File: config.mk
export PLATFORM = sky130hd
export DESIGN_NAME = tug_field
export DESIGN_NICKNAME = d
export VERILOG_FILES = /design/src/rtl/tug_pkg.sv /design/src/rtl/tug_field_key_edge.sv /design/src/rtl/tug_field.sv
export SDC_FILE = /design/constraint.sdc
export NUM_CORES = 1
export LEC_CHECK = 0
export CAP_MARGIN = 20
export CORE_ASPECT_RATIO = 0.75
export CORE_UTILIZATION = 51
export CTS_BUF_LIST = sky130_fd_sc_hd__clkbuf_2 sky130_fd_sc_hd__clkbuf_4 sky130_fd_sc_hd__clkbuf_8
export DETAILED_ROUTE_END_ITERATION = 8
export PLACE_DENSITY_LB_ADDON = 0.05
export SYNTH_ARGS = -nofsm -noshare
export SYNTH_HDL_FRONTEND = slang
export SYNTH_SLANG_ARGS = --single-unit
File: constraint.sdc
create_clock -name clock -period 2.15 [get_ports clock]
set_input_delay 0.43 -clock clock [delete_from_list [all_inputs] [get_ports clock]]
set_output_delay 0.43 -clock clock [all_outputs]
set_load 0.01 [all_outputs]
File: src/rtl/tug_pkg.sv
// Shared types for the tug-of-war playfield: point/match winner and game phase.
package tug_pkg;

  typedef enum logic [1:0] {
    NONE  = 2'd0,
    LEFT  = 2'd1,
    RIGHT = 2'd2
  } winner_t;

  typedef enum logic [1:0] {
    PLAY = 2'd0,
    HOLD = 2'd1,
    OVER = 2'd2
  } state_t;

endpackage

File: src/rtl/tug_field_key_edge.sv
// Rising-edge detector for one synchronised key; the history bit clears on reset
// so a key held through reset produces an edge right after it.
module key_edge (
  input  logic clock,
  input  logic reset,
  input  logic in,
  output logic rise
);

  logic in_q;

  always_ff @(posedge clock) begin
    if (reset) in_q <= 1'b0;
    else       in_q <= in;
  end

  assign rise = in & ~in_q;

endmodule

File: src/rtl/tug_field.sv
// Tug-of-war playfield: one lit position pulled by two keys, point hold,
// scoring and end of match. Every output is registered.
module tug_field
  import tug_pkg::*;
#(
  parameter int N_LIGHTS    = 9,
  parameter int HOLD_CYCLES = 4,
  parameter int MAX_SCORE   = 7
) (
  input  logic                           clock,
  input  logic                           reset,
  input  logic                           L,
  input  logic                           R,
  output logic [N_LIGHTS-1:0]            lights,
  output logic [1:0]                     winner,
  output logic [$clog2(MAX_SCORE+1)-1:0] left_score,
  output logic [$clog2(MAX_SCORE+1)-1:0] right_score,
  output logic                           match_over
);

  localparam int SCORE_W = $clog2(MAX_SCORE + 1);
  localparam int POS_W   = $clog2(N_LIGHTS);
  localparam int CNT_W   = $clog2(HOLD_CYCLES + 1);
  localparam int CENTER  = (N_LIGHTS - 1) / 2;

  localparam logic [POS_W-1:0]   POS_C    = POS_W'(CENTER);
  localparam logic [POS_W-1:0]   POS_LEFT = POS_W'(N_LIGHTS - 1);
  localparam logic [CNT_W-1:0]   CNT_LAST = CNT_W'(HOLD_CYCLES - 1);
  localparam logic [SCORE_W-1:0] SCORE_MX = SCORE_W'(MAX_SCORE);

  // Score increment that can never pass the match limit.
  function automatic logic [SCORE_W-1:0] sat_inc(input logic [SCORE_W-1:0] s);
    if (s >= SCORE_MX) return SCORE_MX;
    return s + SCORE_W'(1);
  endfunction

  function automatic logic [N_LIGHTS-1:0] decode(input logic [POS_W-1:0] p);
    return N_LIGHTS'(1) << p;
  endfunction

  logic le, re;

  key_edge u_left (.clock(clock), .reset(reset), .in(L), .rise(le));
  key_edge u_right(.clock(clock), .reset(reset), .in(R), .rise(re));

  state_t               state_q, state_n;
  winner_t              win_q,   win_n;
  logic [POS_W-1:0]     pos_q,   pos_n;
  logic [CNT_W-1:0]     cnt_q,   cnt_n;
  logic [SCORE_W-1:0]   ls_q,    ls_n;
  logic [SCORE_W-1:0]   rs_q,    rs_n;
  logic [N_LIGHTS-1:0]  lights_q;
  logic                 over_q;
  logic [SCORE_W-1:0]   win_score;

  assign win_score = (win_q == LEFT) ? ls_q : rs_q;

  always_comb begin
    state_n = state_q;
    win_n   = win_q;
    pos_n   = pos_q;
    cnt_n   = cnt_q;
    ls_n    = ls_q;
    rs_n    = rs_q;
    unique case (state_q)
      PLAY: begin
        if (le && !re) begin
          if (pos_q == POS_LEFT) begin
            win_n   = LEFT;
            ls_n    = sat_inc(ls_q);
            cnt_n   = '0;
            state_n = HOLD;
          end else begin
            pos_n = pos_q + POS_W'(1);
          end
        end else if (re && !le) begin
          if (pos_q == '0) begin
            win_n   = RIGHT;
            rs_n    = sat_inc(rs_q);
            cnt_n   = '0;
            state_n = HOLD;
          end else begin
            pos_n = pos_q - POS_W'(1);
          end
        end
      end
      HOLD: begin
        if (cnt_q == CNT_LAST) begin
          if (win_score == SCORE_MX) begin
            state_n = OVER;
          end else begin
            state_n = PLAY;
            pos_n   = POS_C;
            win_n   = NONE;
          end
        end else begin
          cnt_n = cnt_q + CNT_W'(1);
        end
      end
      OVER: ;
      default: state_n = PLAY;
    endcase
  end

  // Registered outputs are decoded from the next state so they line up with it.
  always_ff @(posedge clock) begin
    if (reset) begin
      state_q  <= PLAY;
      win_q    <= NONE;
      pos_q    <= POS_C;
      cnt_q    <= '0;
      ls_q     <= '0;
      rs_q     <= '0;
      lights_q <= decode(POS_C);
      over_q   <= 1'b0;
    end else begin
      state_q  <= state_n;
      win_q    <= win_n;
      pos_q    <= pos_n;
      cnt_q    <= cnt_n;
      ls_q     <= ls_n;
      rs_q     <= rs_n;
      lights_q <= (state_n == PLAY) ? decode(pos_n) : '0;
      over_q   <= (state_n == OVER);
    end
  end

  assign lights      = lights_q;
  assign winner      = win_q;
  assign left_score  = ls_q;
  assign right_score = rs_q;
  assign match_over  = over_q;

endmodule
==> results of run 1 <==
-- report_power, final --
group | switching [µW] | internal (µW) | leakage (µW)
logic | 198 | 201 | 0.000608
registers | 18.4 | 563 | 0.000236
clock network | 203 | 266 | 0.0000477
total | 420 | 1030 | 0.000891
-- repair_timing --
item / in CTS / in global routing
endpoints found under the setup margin: 15 / 10
resized for setup: 14 / 14
pin swaps: 10 / 4
setup buffers: 5 / 0
gates cloned: 0 / 0
-- how the worst min path moves through the flow --
| stage | cells after the start | from | end |
|---|---|---|---|
| floorplan | 2 | cnt_q[2] | cnt_q[2] |
| global placement | 2 | cnt_q[1] | cnt_q[1] |
| detailed placement | 2 | cnt_q[1] | cnt_q[1] |
| CTS | 2 | cnt_q[1] | cnt_q[1] |
| global route | 2 | L | u_left.in_q |
| finish | 2 | cnt_q[2] | cnt_q[2] |
-- cell usage in the layout (no fill, tap or decap), types with 3 or more instances in the layout --
master,count
sky130_fd_sc_hd__a21oi_1,6
sky130_fd_sc_hd__and3_1,3
sky130_fd_sc_hd__buf_4,25
sky130_fd_sc_hd__clkbuf_8,6
sky130_fd_sc_hd__clkdlybuf4s50_1,19
sky130_fd_sc_hd__dfxtp_1,29
sky130_fd_sc_hd__ha_1,8
sky130_fd_sc_hd__ha_4,3
sky130_fd_sc_hd__inv_1,6
sky130_fd_sc_hd__inv_2,3
sky130_fd_sc_hd__mux2i_1,3
sky130_fd_sc_hd__nand2_1,10
sky130_fd_sc_hd__nand2b_1,6
sky130_fd_sc_hd__nand3_1,4
sky130_fd_sc_hd__nor2_1,31
sky130_fd_sc_hd__nor2b_1,5
sky130_fd_sc_hd__nor3_1,4
sky130_fd_sc_hd__nor3_2,4
sky130_fd_sc_hd__o21ai_0,5
-- metal layers --
metal / routed length (µm) / part of all wire [%] / global-route usage (%) / vias to the layer above
met5: 0 / 0 / 0 / -
met4: 159 / 3.9 / 13.83 / 0
met3: 179 / 4.4 / 6.591 / 17
met2: 1801 / 44 / 40.57 / 49
met1: 1933 / 47 / 34.37 / 687
li1: - / - / - / 719
-- cell families (layout without fill, tap and decap cells) --
family,count (synthesis),count (layout)
XOR/XNOR,1,1
flip-flops,29,29
adder cells (fa/ha/maj),11,11
AND/OR/NAND/NOR,86,86
multiplexers,3,3
buffers and inverters,15,63
AO/OA/AOI/OAI,33,33
-- cell type report --
| type | count | share of cell area [%] |
|---|---|---|
| Tap cell | 38 | 2.117 |
| Multi-Input combinational cell | 134 | 48.41 |
| Timing Repair Buffer | 47 | 18.11 |
| Inverter | 9 | 1.504 |
| Sequential cell | 29 | 25.85 |
| Clock buffer | 7 | 4.011 |
-- metrics by stage --
step                      cell area (µm²)  setup TNS, ns  worst slack, ns
after floorplan                      1599              0          0.06038
after detailed placement             1972         -7.134          -0.4938
after CTS                            2163              0          0.03862
after global placement               1972         -5.669          -0.4230
after global routing                 2246        -0.1212         -0.04964
final                                2246              0         0.006322
-- critical path: cells and delay by family --
| family | cells | cell delay [ns] |
|---|---|---|
| compound gates | 4 | 0.83 |
| fa+ha+maj | 1 | 0.22 |
| buf+inv | 2 | 0.36 |
| simple gates | 3 | 0.48 |
-- sequential cells by signal (all words and copies together), names as in the netlist, 2 cells and up --
register / count
lights: 9
state_q: 2
winner: 2
right_score: 3
left_score: 3
cnt_q: 3
pos_q: 4
==> impl_metrics.toml, run 1 <==
[synth]
yosys-mux-area-fraction_pct = 1.878
synthMostInstantiatedCell = "sky130_fd_sc_hd__nor2_1"
combinational_family_with_the_most_area_after_synthesis = "simple AND/OR/NAND/NOR gates"
postSynth.asyncResetShare_pct = 0
mappedNetlistArea_um2 = 1599
synth_compound_area_share_pct = 17.14
post_synth_inst_count = 178
synth_area_leader_cell = "sky130_fd_sc_hd__dfxtp_1"
yosys-top-cells-count = "sky130_fd_sc_hd__nor2_1 (31), sky130_fd_sc_hd__dfxtp_1 (29), sky130_fd_sc_hd__ha_1 (11), sky130_fd_sc_hd__nand2_1 (10), sky130_fd_sc_hd__inv_1 (9)"
syn_nets = 193
synth_simple_gate_area_share_pct = 30.28
yosys-top-cells-area = "sky130_fd_sc_hd__dfxtp_1 (36%), sky130_fd_sc_hd__ha_1 (8.6%), sky130_fd_sc_hd__nor2_1 (7.3%)"
yosys_register_bits = 29
synthDistinctLibCells = 54
ys_flop_type = "sky130_fd_sc_hd__dfxtp_1"
seq_area_frac_synth_pct = 36.31
synthXorXnorAreaFrac_pct = 1.017
post_synth_fa_ha_maj_area_fraction_pct = 8.607
synth-edff-count = 0
synth_top_cell_area_share_pct = 36.31
synth-warning-count = 0
synth.avg_cell_area_um2 = 8.983

[route]
remaining_drc_errors = 0
wirelength_um = 4074
vias = 1472
drt_iter0_drc = 65
drtAntennaViolNets = 0
routed_via_density = 5.576
drt_first_pass_iters = 4
routed_wire_length_per_instance_um = 15.43

[sta]
layout_min_cycle_time_ns = 2.144
worst_slew_pin_slew_ns = 0.5793
timing.final.max_slew_violations = 0
finalHoldViolCount = 0
timing.hold.ws_ns = 0.4926
setup_viol_count_final = 0
layout_worst_path_cycle_share_pct = 99.71
skew_ns = 0.002197
max_clock_freq_mhz = 466.5
relative_slew_slack_pct = 61.33

[final_layout]
finish.net_count = 241
instances_no_fill = 264
finalCoreUtilization_pct = 75.96
fillerInstances = 194
area_growth_syn_to_layout_pct = 40.45
multi_input_area_um2 = 1087
drive_above_1_share_pct = 28.76
antenna_cells = 0
ff_latch_area_um2 = 580.6

[floorplan]
start_util_pct = 54.08
floorplan.die_area_um2 = 3365
std_cell_rows = 17
io-pin-count = 22
core_area_um2 = 2957
die-width_um = 66.66
vertical_die_dimension_um = 50.49

[global_routing]
grt_usage_pct = 26.56
grt_antenna_before_repair = 0
global_route_wire_length_before_repair_um = 6513
maximum_number_of_pins_on_one_net_before_global_route_repair = 22
first_global_vias = 1407
gr_ovfl_total = 0

[pwr]
vdd_ir_drop_max_mv = 0.4502
power_after_layout_uw = 1450
cellPowerDensity_nw_per_um2 = 645.4
static_leakage_power_uw = 0.0008911

[clock_tree]
clockRootBuffer = "sky130_fd_sc_hd__clkbuf_8"
tritoncts = "done"
clkSlewWorstSetupHoldPaths_ns = 0.06
clock-sinks = 29
numCtsBuffers = 5
clock_path_buffers = 2
ctsHoldBuffers = 0
clock_tree.htree_level_count = 2
clkLatencyLatePin_ns = 0.28

[critical_path]
worst_setup_path_start = "R"
worstPathCellList = "dlygate4sd2_1, nand2b_1, ha_4, buf_6, nand4_1, o21a_1, a2111oi_4, a31oi_2, nand4_4, o21bai_1"
crit_type = "input pin to flip-flop"
worst_r2r_path_depth = 10
timing.critical_path.required_ns = 2.32
critical_path.max_fanout = 7
r2r_end = "lights[4]"
timing.rr.start = "u_left.in_q"
crit_end = "lights[4]"
worst_setup_path_start_kind = "input pin"
worst-endpoint-arrival_ns = 2.31
capturing_element_type_of_the_critical_path = "flip-flop"
r2r_setup_slk_ns = 0.03
slowest_delay_ns = 0.43
timing.critical_path.slowest_stage_cell = "sky130_fd_sc_hd__a2111oi_4"

[placement]
place_hpwl_um = 2752
routability_driven_placement_congestion_ratio = 0.9082
placedCellCount = 252
portBuffers = 21

[outcome]
run_status = "complete, no violations"

[worst_hold_path]
timing.hold.worst.class = "flip-flop to flip-flop"

[flow_run]
cap_violations = 0
Power figures use the tool's default switching activity.
==> inputs of run 2 (changes only) <==
--- a/config.mk
+++ b/config.mk
@@ -5,8 +5,8 @@
 export SDC_FILE = /design/constraint.sdc
 export NUM_CORES = 1
 export LEC_CHECK = 0
+export ABC_CLOCK_PERIOD_IN_PS = 2150
 export CAP_MARGIN = 20
-export CORE_ASPECT_RATIO = 0.75
 export CORE_UTILIZATION = 51
 export CTS_BUF_LIST = sky130_fd_sc_hd__clkbuf_2 sky130_fd_sc_hd__clkbuf_4 sky130_fd_sc_hd__clkbuf_8
 export DETAILED_ROUTE_END_ITERATION = 8
==> impl_metrics.toml, run 2 (same netlist as run 1, synthesis figures left out) <==
[sta]
worst_slew_pin_slew_ns = 0.5497
skew_ns = 0.007333
setup_repair_after_global_routing_missed_its_margin = "false"
relative_slew_slack_pct = 63.30
final.setup.worst_slack_ns = 0.07841
finalHoldViolCount = 0
layout_min_cycle_time_ns = 2.072
timing.final.max_slew_violations = 0
setup_viol_count_final = 0
max_clock_freq_mhz = 482.7
layout_worst_path_cycle_share_pct = 96.35

[route]
routed.top_layer = "met4"
drt_iter0_drc = 99
drt_first_pass_iters = 6
drtAntennaViolNets = 0
routed_wire_length_per_instance_um = 14.93
met3_length_um = 165
routed_via_density = 5.554
vias = 1433
wirelength_um = 3852
met1_wire_length_um = 1723
remaining_drc_errors = 2
wl_met2_um = 1894

[clock_tree]
tritoncts = "done"
clkSlewWorstSetupHoldPaths_ns = 0.09
ctsHoldBuffers = 0
numCtsBuffers = 5
clkLatencyLatePin_ns = 0.33
clock-sinks = 29
clockRootBuffer = "sky130_fd_sc_hd__clkbuf_4"
clock_tree.htree_level_count = 2
clock_path_buffers = 2

[critical_path]
timing.critical_path.slowest_stage_cell = "sky130_fd_sc_hd__or3_4"
timing.rr.start = "cnt_q[0]"
worst-endpoint-arrival_ns = 2.33
crit_end = "lights[1]"
worst_r2r_path_depth = 8
capturing_element_type_of_the_critical_path = "flip-flop"
worstPathCellList = "ha_1, ha_1, and2b_1, nor3b_1, or3_4, o21ai_4, nand3_4, nor3_4"
r2r_end = "lights[1]"
slowest_delay_ns = 0.40
crit_top_cell = "sky130_fd_sc_hd__ha_1"
r2r_setup_slk_ns = 0.08
critical_path.max_fanout = 4
worst_setup_path_start_kind = "flip-flop"
worst_setup_path_start = "cnt_q[0]"
crit_type = "flip-flop to flip-flop"
timing.critical_path.required_ns = 2.41

[pwr]
power_after_layout_uw = 1427
static_leakage_power_uw = 0.0009054
cellPowerDensity_nw_per_um2 = 645.2
vdd_ir_drop_max_mv = 0.5900

[floorplan]
core_area_um2 = 2853
std_cell_rows = 19
vertical_die_dimension_um = 58.00
start_util_pct = 56.05
io-pin-count = 22
floorplan.die_area_um2 = 3363
die-width_um = 58.00

[placement]
routability_driven_placement_congestion_ratio = 0.9107
portBuffers = 21
place_hpwl_um = 2727
dp_slack_ns = -0.4758

[flow_run]
cap_violations = 0

[final_layout]
largest_register_ffs = 9
most_frequent_standard_cell_in_the_layout_excluding_fill_and_tap_cells = "sky130_fd_sc_hd__nor2_1"
area_growth_syn_to_layout_pct = 38.34
mostFrequentLayoutCells = "sky130_fd_sc_hd__nor2_1 (30), sky130_fd_sc_hd__dfxtp_1 (28), sky130_fd_sc_hd__buf_4 (26)"
finish.net_count = 241
fillerInstances = 193
drive_above_1_share_pct = 28.63
finalCoreUtilization_pct = 77.54
antenna_cells = 0

[global_routing]
grt_usage_pct = 24.64
gr_ovfl_total = 0
first_global_vias = 1395
global_route_wire_length_before_repair_um = 6161
grt_antenna_before_repair = 0
maximum_number_of_pins_on_one_net_before_global_route_repair = 22

[outcome]
violations = "DRC"
run_status = "finished with violations"

[worst_hold_path]
timing.hold.worst.class = "input pin to flip-flop"
run 2: timing repair:
item                                    CTS  global route
hold endpoints to repair                  0             0
resized for setup                         7            18
buffers inserted                          0             6
endpoints found under the setup margin   12            11
pin swaps                                 3            13
run 2: worst min-delay path by stage:
stage                         from            to  depth (start not counted)
after floorplan           cnt_q[2]      cnt_q[2]                          2
after global placement    cnt_q[1]      cnt_q[1]                          2
after detailed placement  cnt_q[1]      cnt_q[1]                          2
after CTS                 cnt_q[1]      cnt_q[1]                          2
after global routing             R  u_right.in_q                          2
final                            R  u_right.in_q                          2
run 2: layout make-up:
| class | count | area (µm²) | share of cell area (%) |
|---|---|---|---|
| clock buffers | 7 | 58.81 | 2.658 |
| clock inverters | 1 | 30.03 | 1.357 |
| inverters | 9 | 33.78 | 1.527 |
| multi-input cells | 134 | 1059 | 47.85 |
| flip-flops and latches | 29 | 581.8 | 26.30 |
| well taps | 31 | 38.79 | 1.753 |
| repair buffers | 47 | 410.4 | 18.55 |
run 2: worst max-delay path, delay by kind of cell (launching register included):
family	cells	cell delay [ns]
adders and majority gates	2	0.40
and+or+nand+nor	5	1.05
DFF	1	0.34
AOI/OAI and AO/OA	1	0.21
run 2: metal layers:
layer  up-vias  global-route usage (%)
li1        722                       -
met2        36                   41.05
met3         9                   8.705
met1       666                   28.89
met4         0                   9.864
met5         -                       0
run 2: where the power goes:
group	switching, µW	total [µW]	internal, µW	leakage [µW]
Clock	187	477	290	0.0000489
Sequential	19.0	582	563	0.000236
Combinational	180	368	189	0.000620
run 2: stage by stage:
step                TNS (ns)  cells  hold slack, ns  area (µm²)
global route               0    258          0.3913        2212
detailed placement    -7.087    244          0.4843        1956
CTS                        0    252          0.5063        2086
finish                     0    258          0.3475        2212
global placement      -5.791    244          0.4700        1956
floorplan                  0    178          0.4570        1599
==> inputs of run 3 (changes only) <==
--- a/config.mk
+++ b/config.mk
@@ -10,7 +10,7 @@
 export CORE_UTILIZATION = 51
 export CTS_BUF_LIST = sky130_fd_sc_hd__clkbuf_2 sky130_fd_sc_hd__clkbuf_4 sky130_fd_sc_hd__clkbuf_8
 export DETAILED_ROUTE_END_ITERATION = 8
-export PLACE_DENSITY_LB_ADDON = 0.05
+export PLACE_DENSITY = 0.78
 export SYNTH_ARGS = -nofsm -noshare
 export SYNTH_HDL_FRONTEND = slang
 export SYNTH_SLANG_ARGS = --single-unit
==> impl_metrics.toml, run 3 (same netlist as run 1, synthesis figures left out) <==
[outcome]
run_status = "complete, no violations"

[worst_hold_path]
whs_endpoint = "u_right.in_q"
hold_path.startpoint = "R"
timing.hold.worst.class = "input pin to flip-flop"
hold-path-cell-count = 2

[sta]
setup_viol_count_final = 0
max_clock_freq_mhz = 485.2
skew_ns = 0.009575
finalHoldViolCount = 0
timing.hold.ws_ns = 0.3795
relative_slew_slack_pct = 58.52
layout_worst_path_cycle_share_pct = 95.85
layout_min_cycle_time_ns = 2.061
timing.final.max_slew_violations = 0
worst_slew_pin_slew_ns = 0.6184

[placement]
portBuffers = 21
place_hpwl_um = 2688
routability_driven_placement_congestion_ratio = 0.9343

[floorplan]
vertical_die_dimension_um = 58.00
io-pin-count = 22
core_area_um2 = 2853
start_util_pct = 56.05
die-width_um = 58.00
std_cell_rows = 19
floorplan.die_area_um2 = 3363

[global_routing]
grt_busiest_layer = "met2"
global_route_wire_length_before_repair_um = 5865
first_global_vias = 1320
grt_util_met2_pct = 37.27
grt_antenna_before_repair = 0
gr_ovfl_total = 0
grt_usage_pct = 23.81
grt.met1_usage_pct = 29.25
maximum_number_of_pins_on_one_net_before_global_route_repair = 22
globalRouteMet3Util_pct = 5.804

[critical_path]
r2r_end = "lights[5]"
timing.rr.start = "pos_q[0]"
worst_r2r_path_depth = 8
r2r_setup_slk_ns = 0.09
timing.critical_path.required_ns = 2.42
critical_path.max_fanout = 5
capturing_element_type_of_the_critical_path = "flip-flop"
worst_setup_path_start_kind = "flip-flop"
worst-endpoint-arrival_ns = 2.33
crit_type = "flip-flop to flip-flop"

[pwr]
static_leakage_power_uw = 0.0008886
cellPowerDensity_nw_per_um2 = 657.9
vdd_ir_drop_max_mv = 0.4678
power_after_layout_uw = 1419

[final_layout]
drive_above_1_share_pct = 27.23
largest_register_ffs = 9
area_growth_syn_to_layout_pct = 34.90
finish.net_count = 238
fillerInstances = 186
most_frequent_standard_cell_in_the_layout_excluding_fill_and_tap_cells = "sky130_fd_sc_hd__nor2_1"
mostFrequentLayoutCells = "sky130_fd_sc_hd__nor2_1 (30), sky130_fd_sc_hd__dfxtp_1 (29), sky130_fd_sc_hd__buf_4 (22)"
ff_latch_area_um2 = 580.6
multi_input_area_um2 = 1023
antenna_cells = 0

[clock_tree]
clkLatencyLatePin_ns = 0.34
clock_tree.htree_level_count = 2
tritoncts = "done"
numCtsBuffers = 5
clock_path_buffers = 2
clockRootBuffer = "sky130_fd_sc_hd__clkbuf_4"
clkSlewWorstSetupHoldPaths_ns = 0.09
clock-sinks = 29

[flow_run]
cap_violations = 0

[route]
remaining_drc_errors = 0
drt_iter0_drc = 46
drt_first_pass_iters = 4
routed_via_density = 5.494
vias = 1401
wirelength_um = 3651
drtAntennaViolNets = 0
routed_wire_length_per_instance_um = 14.32
==> run 3: cell types whose count changed in the layout (fill, tap and decap cells not counted), sizes merged <==
cell	before	now
buf	26	23
==> run 3: through the flow <==
stage	TNS [ns]	utilization [%]	cells	worst slack, ns	cell area, µm²
final	0	75.61	255	0.08914	2157
after global routing	-0.008881	75.61	255	-0.008881	2157
after CTS	0	72.54	252	0.003078	2069
after detailed placement	-7.522	68.55	244	-0.5023	1956
after global placement	-5.779	68.55	244	-0.4243	1956
after floorplan	0	-	178	0.06038	1599
==> run 3: how the worst max path moves through the flow <==
stage               slack, ns         to     start
finish                   0.09  lights[5]  pos_q[0]
global route           -0.009  lights[5]  pos_q[0]
CTS                     0.003  lights[4]         R
detailed placement      -0.50  lights[4]         R
global placement        -0.42  lights[1]         L
floorplan                0.06  lights[1]         L
==> run 3: power breakdown <==
part	total [µW]	leakage, µW	internal, µW	switching, µW
registers	577	0.000236	562	14.3
clock network	485	0.0000489	290	195
logic	357	0.000604	184	174
==> run 3: final cells by class <==
cell class / instances / area share, %
clock buffer: 7 / 2.726
clock inverter: 1 / 1.392
timing repair buffer: 44 / 18.16
sequential: 29 / 26.91
inverter: 9 / 1.566
multi-input combinational: 134 / 47.45
tap: 31 / 1.798
==> run 3: layer usage <==
layer | wire length (µm) | vias up
met5 | 0 | -
met3 | 155 | 8
li1 | - | 718
met4 | 80 | 0
met2 | 1704 | 29
met1 | 1711 | 646
==> run 3: worst max-delay path, cell delays in order, from the launching register on <==
cell                       delay (ns)
sky130_fd_sc_hd__dfxtp_1         0.35
sky130_fd_sc_hd__inv_1           0.06
sky130_fd_sc_hd__ha_1            0.25
sky130_fd_sc_hd__nor2b_2         0.22
sky130_fd_sc_hd__a2111o_1        0.47
sky130_fd_sc_hd__o311ai_4        0.14
sky130_fd_sc_hd__buf_4           0.18
sky130_fd_sc_hd__o2bb2a_4        0.16
sky130_fd_sc_hd__nor3_2          0.15
==> run 3: timing repair <==
action	CTS	global route
setup buffers	0	3
pin swaps	1	13
gates resized for setup	4	19
hold buffers	0	0
setup endpoints to repair	12	11
